$ cat src/rtl/cursor_editor.sv
// ============================================================================
// cursor_editor
// ----------------------------------------------------------------------------
// Edit-mode front end for the pipe map. It sits upstream of the world block.
//
// The block takes debounced button levels and detects rising edges (presses).
// Each accepted press starts a lockout window, during which new presses are
// ignored. The pause button switches between RUN and EDIT. While in EDIT, the
// direction buttons move a 1-based map cursor, and change_item cycles the item
// under the cursor and writes it to the map.
//
// Ports
//   clock_50              in   1  system clock (50 MHz)
//   reset_key             in   1  asynchronous reset, active-low
//   debounce_up           in   1  debounced button level, 1 = pressed
//   debounce_down         in   1  debounced button level, 1 = pressed
//   debounce_left         in   1  debounced button level, 1 = pressed
//   debounce_right        in   1  debounced button level, 1 = pressed
//   debounce_change_item  in   1  debounced button level, 1 = pressed
//   debounce_pause        in   1  debounced button level, 1 = pressed
//   robot_row             in   8  current robot row
//   robot_column          in   8  current robot column
//   pause_flag            out  1  1 = robot halted, edit mode active
//   cursor_row            out  8  cursor row, 1..ROWS
//   cursor_column         out  8  cursor column, 1..COLS
//   cursor_item           out  4  selected item code, 0..ITEM_COUNT-1
//   map_we                out  1  single-cycle map write strobe
//   map_wr_row            out  8  write row, valid while map_we=1
//   map_wr_column         out  8  write column, valid while map_we=1
//   map_wr_item           out  4  write data, valid while map_we=1
//   lockout_busy          out  1  1 while the lockout counter is nonzero
// ============================================================================
module cursor_editor #(
   parameter int ROWS           = 10,
   parameter int COLS           = 20,
   parameter int ITEM_COUNT     = 4,
   parameter int LOCKOUT_CYCLES = 1_000_000
) (
   input  logic       clock_50,
   input  logic       reset_key,
   input  logic       debounce_up,
   input  logic       debounce_down,
   input  logic       debounce_left,
   input  logic       debounce_right,
   input  logic       debounce_change_item,
   input  logic       debounce_pause,
   input  logic [7:0] robot_row,
   input  logic [7:0] robot_column,
   output logic       pause_flag,
   output logic [7:0] cursor_row,
   output logic [7:0] cursor_column,
   output logic [3:0] cursor_item,
   output logic       map_we,
   output logic [7:0] map_wr_row,
   output logic [7:0] map_wr_column,
   output logic [3:0] map_wr_item,
   output logic       lockout_busy
);

   // The counter only has to hold LOCKOUT_CYCLES-1.
   localparam int         CW        = (LOCKOUT_CYCLES > 1) ? $clog2(LOCKOUT_CYCLES) : 1;
   localparam logic [CW-1:0] LP_LOAD = CW'(LOCKOUT_CYCLES - 1);
   localparam logic [7:0] LP_ROWS   = 8'(ROWS);
   localparam logic [7:0] LP_COLS   = 8'(COLS);
   localparam logic [3:0] LP_LAST   = 4'(ITEM_COUNT - 1);

   typedef enum logic {
      S_RUN  = 1'b0,
      S_EDIT = 1'b1
   } state_t;

   state_t          r_state;
   logic [5:0]      r_prev;
   logic [CW-1:0]   r_lock;
   logic [7:0]      r_row;
   logic [7:0]      r_col;
   logic [3:0]      r_item;
   logic            r_map_we;
   logic [7:0]      r_wr_row;
   logic [7:0]      r_wr_col;
   logic [3:0]      r_wr_item;

   logic [5:0]      w_level;
   logic [5:0]      w_press;
   logic            w_idle;
   logic            w_accept;
   logic            w_blocked;
   logic [3:0]      w_item_n;

   // Button bit order also encodes the priority: bit 5 is the highest.
   assign w_level = {debounce_pause, debounce_up, debounce_down,
                     debounce_left, debounce_right, debounce_change_item};

   // A press is a rising edge against last cycle's level. The previous-level
   // register is updated every cycle, so a held button yields one press only.
   assign w_press  = w_level & ~r_prev;
   assign w_idle   = (r_lock == '0);
   assign w_accept = w_idle && (|w_press);

   assign w_blocked = (r_row == robot_row) && (r_col == robot_column);
   assign w_item_n  = (r_item >= LP_LAST) ? 4'd0 : r_item + 4'd1;

   always_ff @(posedge clock_50 or negedge reset_key) begin
      if (!reset_key) begin
         r_state   <= S_RUN;
         r_prev    <= '0;
         r_lock    <= '0;
         r_row     <= 8'd1;
         r_col     <= 8'd1;
         r_item    <= 4'd0;
         r_map_we  <= 1'b0;
         r_wr_row  <= 8'd0;
         r_wr_col  <= 8'd0;
         r_wr_item <= 4'd0;
      end else begin
         r_prev   <= w_level;
         r_map_we <= 1'b0;

         // Every accepted press restarts lockout, even when it has no effect.
         if (w_accept) begin
            r_lock <= LP_LOAD;
         end else if (!w_idle) begin
            r_lock <= r_lock - CW'(1);
         end

         // The if/else chain gives the priority. Lower-priority presses
         // in the same cycle are dropped.
         if (w_accept) begin
            if (w_press[5]) begin
               r_state <= (r_state == S_RUN) ? S_EDIT : S_RUN;
            end else if (r_state == S_EDIT) begin
               if (w_press[4]) begin
                  if (r_row > 8'd1) r_row <= r_row - 8'd1;
               end else if (w_press[3]) begin
                  if (r_row < LP_ROWS) r_row <= r_row + 8'd1;
               end else if (w_press[2]) begin
                  if (r_col > 8'd1) r_col <= r_col - 8'd1;
               end else if (w_press[1]) begin
                  if (r_col < LP_COLS) r_col <= r_col + 8'd1;
               end else if (!w_blocked) begin
                  // change_item: do not overwrite the tile the robot stands on.
                  r_item    <= w_item_n;
                  r_map_we  <= 1'b1;
                  r_wr_row  <= r_row;
                  r_wr_col  <= r_col;
                  r_wr_item <= w_item_n;
               end
            end
         end
      end
   end

   assign pause_flag    = (r_state == S_EDIT);
   assign cursor_row    = r_row;
   assign cursor_column = r_col;
   assign cursor_item   = r_item;
   assign map_we        = r_map_we;
   assign map_wr_row    = r_wr_row;
   assign map_wr_column = r_wr_col;
   assign map_wr_item   = r_wr_item;
   assign lockout_busy  = !w_idle;

endmodule
$ cat config.mk
export PLATFORM = sky130hd
export DESIGN_NAME = cursor_editor
export DESIGN_NICKNAME = d
export VERILOG_FILES = /design/src/rtl/cursor_editor.sv
export SDC_FILE = /design/constraint.sdc
export NUM_CORES = 1
export LEC_CHECK = 0
export BUFFER_PORTS_ARGS = -buffer_cell sky130_fd_sc_hd__buf_2
export CAP_MARGIN = 0
export CORE_MARGIN = 2
export CORE_UTILIZATION = 54
export DETAILED_ROUTE_END_ITERATION = 7
export GPL_TIMING_DRIVEN = 1
export HOLD_SLACK_MARGIN = 0.08
export PLACE_DENSITY = 0.78
export SYNTH_ARGS = -nofsm -noshare
export SYNTH_HDL_FRONTEND = slang
export SYNTH_SLANG_ARGS = --single-unit
export TNS_END_PERCENT = 50
$ cat constraint.sdc
create_clock -name clock_50 -period 2.4 [get_ports clock_50]
set_input_delay 0.24 -clock clock_50 [delete_from_list [all_inputs] [get_ports clock_50]]
set_output_delay 0.24 -clock clock_50 [all_outputs]
set_load 0.02 [all_outputs]
# Word-level counts from Yosys, hierarchy flattened
# Cells that the tools add are included.
# op_classes
n_addsub	6
n_lt_le_gt_ge	5
eq_ne	5
muxes	20
bitwise	8
reduce_logical	13
# op_table
operator	count
two-way mux 8 bit	8
two-way mux 20 bit	2
logical NOT 20 bit	1
subtractor 20 x 1 -> 20 bit (second input constant)	1
adder 8 x 1 -> 8 bit (second input constant)	2
equality test 8 bit	2
greater-than comparator 8 x 1 -> 1 bit (second input constant)	2
AND reduction 8 bit	2
subtractor 8 x 1 -> 8 bit (second input constant)	2
two-way mux 1 bit	9
< comparator 8 x 4 -> 1 bit (second input constant)	1
< comparator 8 x 5 -> 1 bit (second input constant)	1
nonzero test 2 bit	4
bitwise AND 6 bit	1
inequality test 2 x 1 -> 1 bit (second input constant)	3
inverter 1 bit	6
inverter 6 bit	1
AND reduction 6 bit	1
OR reduction 6 bit	1
adder 4 x 1 -> 4 bit (second input constant)	1
>= comparator 4 x 2 -> 1 bit (second input constant)	1
two-way mux 4 bit	1
logical AND 1 bit	2
AND reduction 2 bit	1
logical NOT 1 bit	1
# totals
regBits	64
inputBits	24
output_inout_bits	43
wordCells	66

# Logic depth before layout (Yosys ltp)
# logic_depth
ltp_word	10
ltp_mapped	8
ltp_nobuf	8

# Worst setup path after synthesis
# OpenSTA, ideal clock, no wires.
# synth_path
kind	register to register
from	reg r_lock[10]
to	reg r_wr_item[0] (netlist: map_wr_item[0])
setup_time_ns	0.125
t_arrival_ns	2.052
required_time_ns	2.275
setup_slack_ns	0.223
path_stages_with_launch	7
path_buffers	1
synth_period_minus_slack_ns	2.177
cell_sequence	dfrtp_1 > or4_4 > nand4b_4 > nor3_4 > buf_4 > and3_1 > mux2_2
# synth_between
elab_chain_cells	3
# synth_rtl
element	line	source
start: declaration	74	logic [CW-1:0] r_lock;
start signal: assignment	123	r_lock <= r_lock - CW'(1);
logical NOT 20 bit	97	assign w_idle = (r_lock == '0);
logical AND 1 bit	98	assign w_accept = w_idle && (|w_press);
AND reduction 8 bit (no source line)	n/a	
end signal: assignment	146	r_wr_item <= w_item_n;
end: declaration	81	logic [3:0] r_wr_item;
# Every way passes these cells.
# A chain may end at the register's enable or synchronous reset.

# Worst setup path after layout
# layout_path
from	reg r_lock[10]
to	out lockout_busy
# layout_between
elab_chain_cells	2
# layout_rtl
element	line	source
logical NOT 20 bit	97	
logical NOT 1 bit	161	assign lockout_busy = !w_idle;
end: declaration	57	output logic lockout_busy
# Every way passes these cells.

==> impl_results.md <==
- Internal: 0.00195 W
- Htree depth: 3
- Number of diodes: 0
- Drt first-iter violations: 107
- Multi-input logic area: 0.00169 mm²
- Reg area: 0.00160 mm²
- Post-synth EDFFs: 0
- Vias in the first global route: 2700
- Final worst-path cycle share: 95.9%
- Routed Antenna Nets: 0
- Hold Worst Slack: 62.4 ps
- Run status: finished, final reports clean
- Slew Viols, Final: 0
- Initial antenna violation count: 0
- Post-layout nets: 425
- GR Util All Layers: 23.0%
- I/O pin count: 67
- Post-Syn Nets: 346
- Detailed placer's ending HPWL: 5.23 mm
- Area of the die: 0.00694 mm²
- Leak: 2.09 nW
- Total gr overflow: 0
- Critical path cell sequence: or4_4, nand2b_1, nor3_2, inv_1, buf_2
- Required time of the critical path: 2160 ps
- Slew @ Worst Pin: 810 ps
- Setup crit end kind: output port
- Cells after Synth: 314
- Crit path buf inv count: 2
- Register area share after synthesis: 47.2%
- Fmax: 435 MHz
- # port buffers: 66
- Layout cells sized above 1: 32.2%
- Sw frac: 31.3%
- DRT Pass-1 Iters: 4
- Worst Setup Start Kind: flop
- Top layer in use: met4
- # rows: 28
- Total Power: 0.00284 W
- Combinational power share: 19.7%
- Die width: 83.3 µm
- Post-synth top flop: dfrtp_1
- Fillers: 468
- Crit path DAT: 2060 ps
- Die H: 83.3 µm
- Clock Latency Late Sink: 350 ps
- Crit path time final: 2300 ps
- Synth-to-Final Area Change: 21.3%
- Worst Setup SP: r_lock[10]
- Clk pwr share: 32.0%
- Async SR Flop Fraction: 100%
- Vias per Instance: 5.60
- Clock sinks: 64
- Syn. warnings: 0
- CTS clock-pin slew for the worst setup and hold paths: 70 ps
- RD Place Congestion: 0.854
- Worst min path class: in2async
- DRT Wirelength: 7.50 mm
- DRC errors left: 0
- CTS tree: built
- Wl on met1: 3.33 mm
- Max Cap Viol: 0
- Power Density: 688 mW/mm²
- Maximum vdd drop: 0.477 mV
- Synth cell types: 48
- Largest net degree at the start of global routing: 65
- Delay of the slowest critical-path stage: 570 ps
- Skew final: 11.2 ps
- Syn avg cell area: 10.8 µm²
- Crit Reg-Reg Startpoint: r_lock[10]
- Commonest non-fill, non-tap cell in the layout: buf_2
- Most frequent cells in the layout: buf_2 (66), dfrtp_1 (62), xor2_1 (23), nand2_1 (20), xnor2_1 (20)
- Unrepaired setup endpoints after global routing: true
- Final hold vios: 0
- Worst rel slew slack: 46.0%
- CTS Buf Count: 9
- First-pass GRT wire length: 12.8 mm
- Met2 Wirelength: 3.69 mm
- Post-Syn Area: 0.00340 mm²
- Root Buffer Master: clkbuf_8
- Via count: 2651
- Met3 routed WL: 347 µm
- Setup Viol. Count Final: 0
- Worst Setup Path Type: reg2out
- Delay-heaviest family, CP: simple AND/OR/NAND/NOR gates
- Maximum clock insertion buffer count: 2
- Switching pwr: 0.000888 W
- Core area: 0.00599 mm²
- Postcts setup bufs: 0
- Maximum fanout along the worst path: 5
- Routed length per instance: 15.8 µm
- Initial core utilization: 56.7%
- #FFs+latches synth: 64
- Seq pwr share: 48.2%
- Worst path slowest cell: or4_4
==> layout make-up <==
cell class	instances	share of cell area, %
sequential	64	38.9
timing repair buffer	86	12.3
tap	75	2.28
inverter	9	0.820
multi-input combinational	223	40.9
clock buffer	9	3.01
clock inverter	7	1.76
==> cells by family (layout without fill, tap and decap cells) <==
| kind of cell | count (synthesis) | count (layout) | synth area share [%] |
|---|---|---|---|
| AOI/OAI and AO/OA | 31 | 31 | 5.89 |
| adders and majority gates | 8 | 8 | 2.95 |
| and+or+nand+nor | 118 | 118 | 20.8 |
| muxes | 23 | 23 | 8.32 |
| buffers and inverters | 27 | 111 | 3.76 |
| xor gates and xnor gates | 43 | 43 | 11.1 |
| DFF | 64 | 64 | 47.2 |
==> Yosys cell counts (2+ instances only) <==
master / instances / share of area, %
nand3_1: 11 / 1.6
buf_4: 5 / 1.1
nor2_1: 15 / 1.7
a31oi_1: 3 / 0.55
dfstp_2: 2 / 1.5
nand4_1: 8 / 1.5
or4_1: 5 / 1.1
nor4b_1: 3 / 0.77
and3_1: 3 / 0.55
xnor2_1: 20 / 5.2
inv_1: 9 / 0.99
o22ai_1: 2 / 0.37
nand2_1: 21 / 2.3
xor2_1: 23 / 5.9
o21ai_0: 7 / 1.0
mux2_4: 8 / 3.5
nor4_2: 2 / 0.74
mux2_2: 10 / 3.3
nand2b_1: 4 / 0.74
clkbuf_1: 12 / 1.3
o31ai_1: 3 / 0.66
mux2i_1: 5 / 1.5
o211ai_1: 2 / 0.44
dfrtp_1: 62 / 46
or3_1: 7 / 1.3
nor4_1: 8 / 1.5
ha_1: 8 / 2.9
a21oi_1: 6 / 0.88
nor2b_1: 5 / 0.92
and2_1: 2 / 0.37
a211oi_1: 3 / 0.66
nor3_1: 14 / 2.1
==> metal layers <==
metal	GRT usage, %	up-vias
li1	-	1273
met1	30.0	1294
met2	37.3	71
met3	5.47	13
met4	8.49	0
met5	0	-
==> worst paths after layout <==
kind | slack [ps] | cells past startpoint | to
max | 100 | 5 | lockout_busy
max reg2reg | 140 | 5 | map_wr_item[0]
min | 60 | 2 | map_wr_row[1]
max in group asynchronous | 1810 | 2 | cursor_row[6]
min in group clock_50 | 480 | 1 | r_lock[13]
min reg2reg | 480 | 1 | r_lock[13]
==> state kept, by name, indices dropped and copies added, names as in the netlist <==
name           flops
cursor_column      8
r_lock            20
r_prev             6
pause_flag         1
map_wr_column      8
cursor_row         8
map_we             1
map_wr_item        4
map_wr_row         8
==> power groups by stage <==
stage / Clock (W) / Sequential (W) / Combinational [W]
after floorplan: 0 / 0.00134 / 0.000415
after global placement: 0 / 0.00136 / 0.000520
after detailed placement: 0 / 0.00137 / 0.000540
after CTS: 0.000932 / 0.00136 / 0.000552
after global routing: 0.000988 / 0.00139 / 0.000632
final: 0.000908 / 0.00137 / 0.000559
==> what timing repair did <==
action                     CTS  global route
setup endpoints to repair    1             2
hold buffers                 6             0
hold endpoints to repair     6             0
gates resized for setup      1             3
==> per-stage QoR <==
step / setup TNS, ps / instances / area, µm² / utilization [%] / setup WS, ps
2_1_floorplan: 0 / 314 / 3400 / - / 223
3_3_place_gp: 0 / 451 / 3850 / 64.2 / 211
3_5_place_dp: 0 / 451 / 3850 / 64.2 / 166
4_1_cts: 0 / 473 / 4110 / 68.6 / 86.6
5_1_grt: -2.89 / 473 / 4120 / 68.8 / -2.89
6_report: 0 / 473 / 4120 / 68.8 / 98.9
No activity file was read; power rests on OpenSTA's default activity.
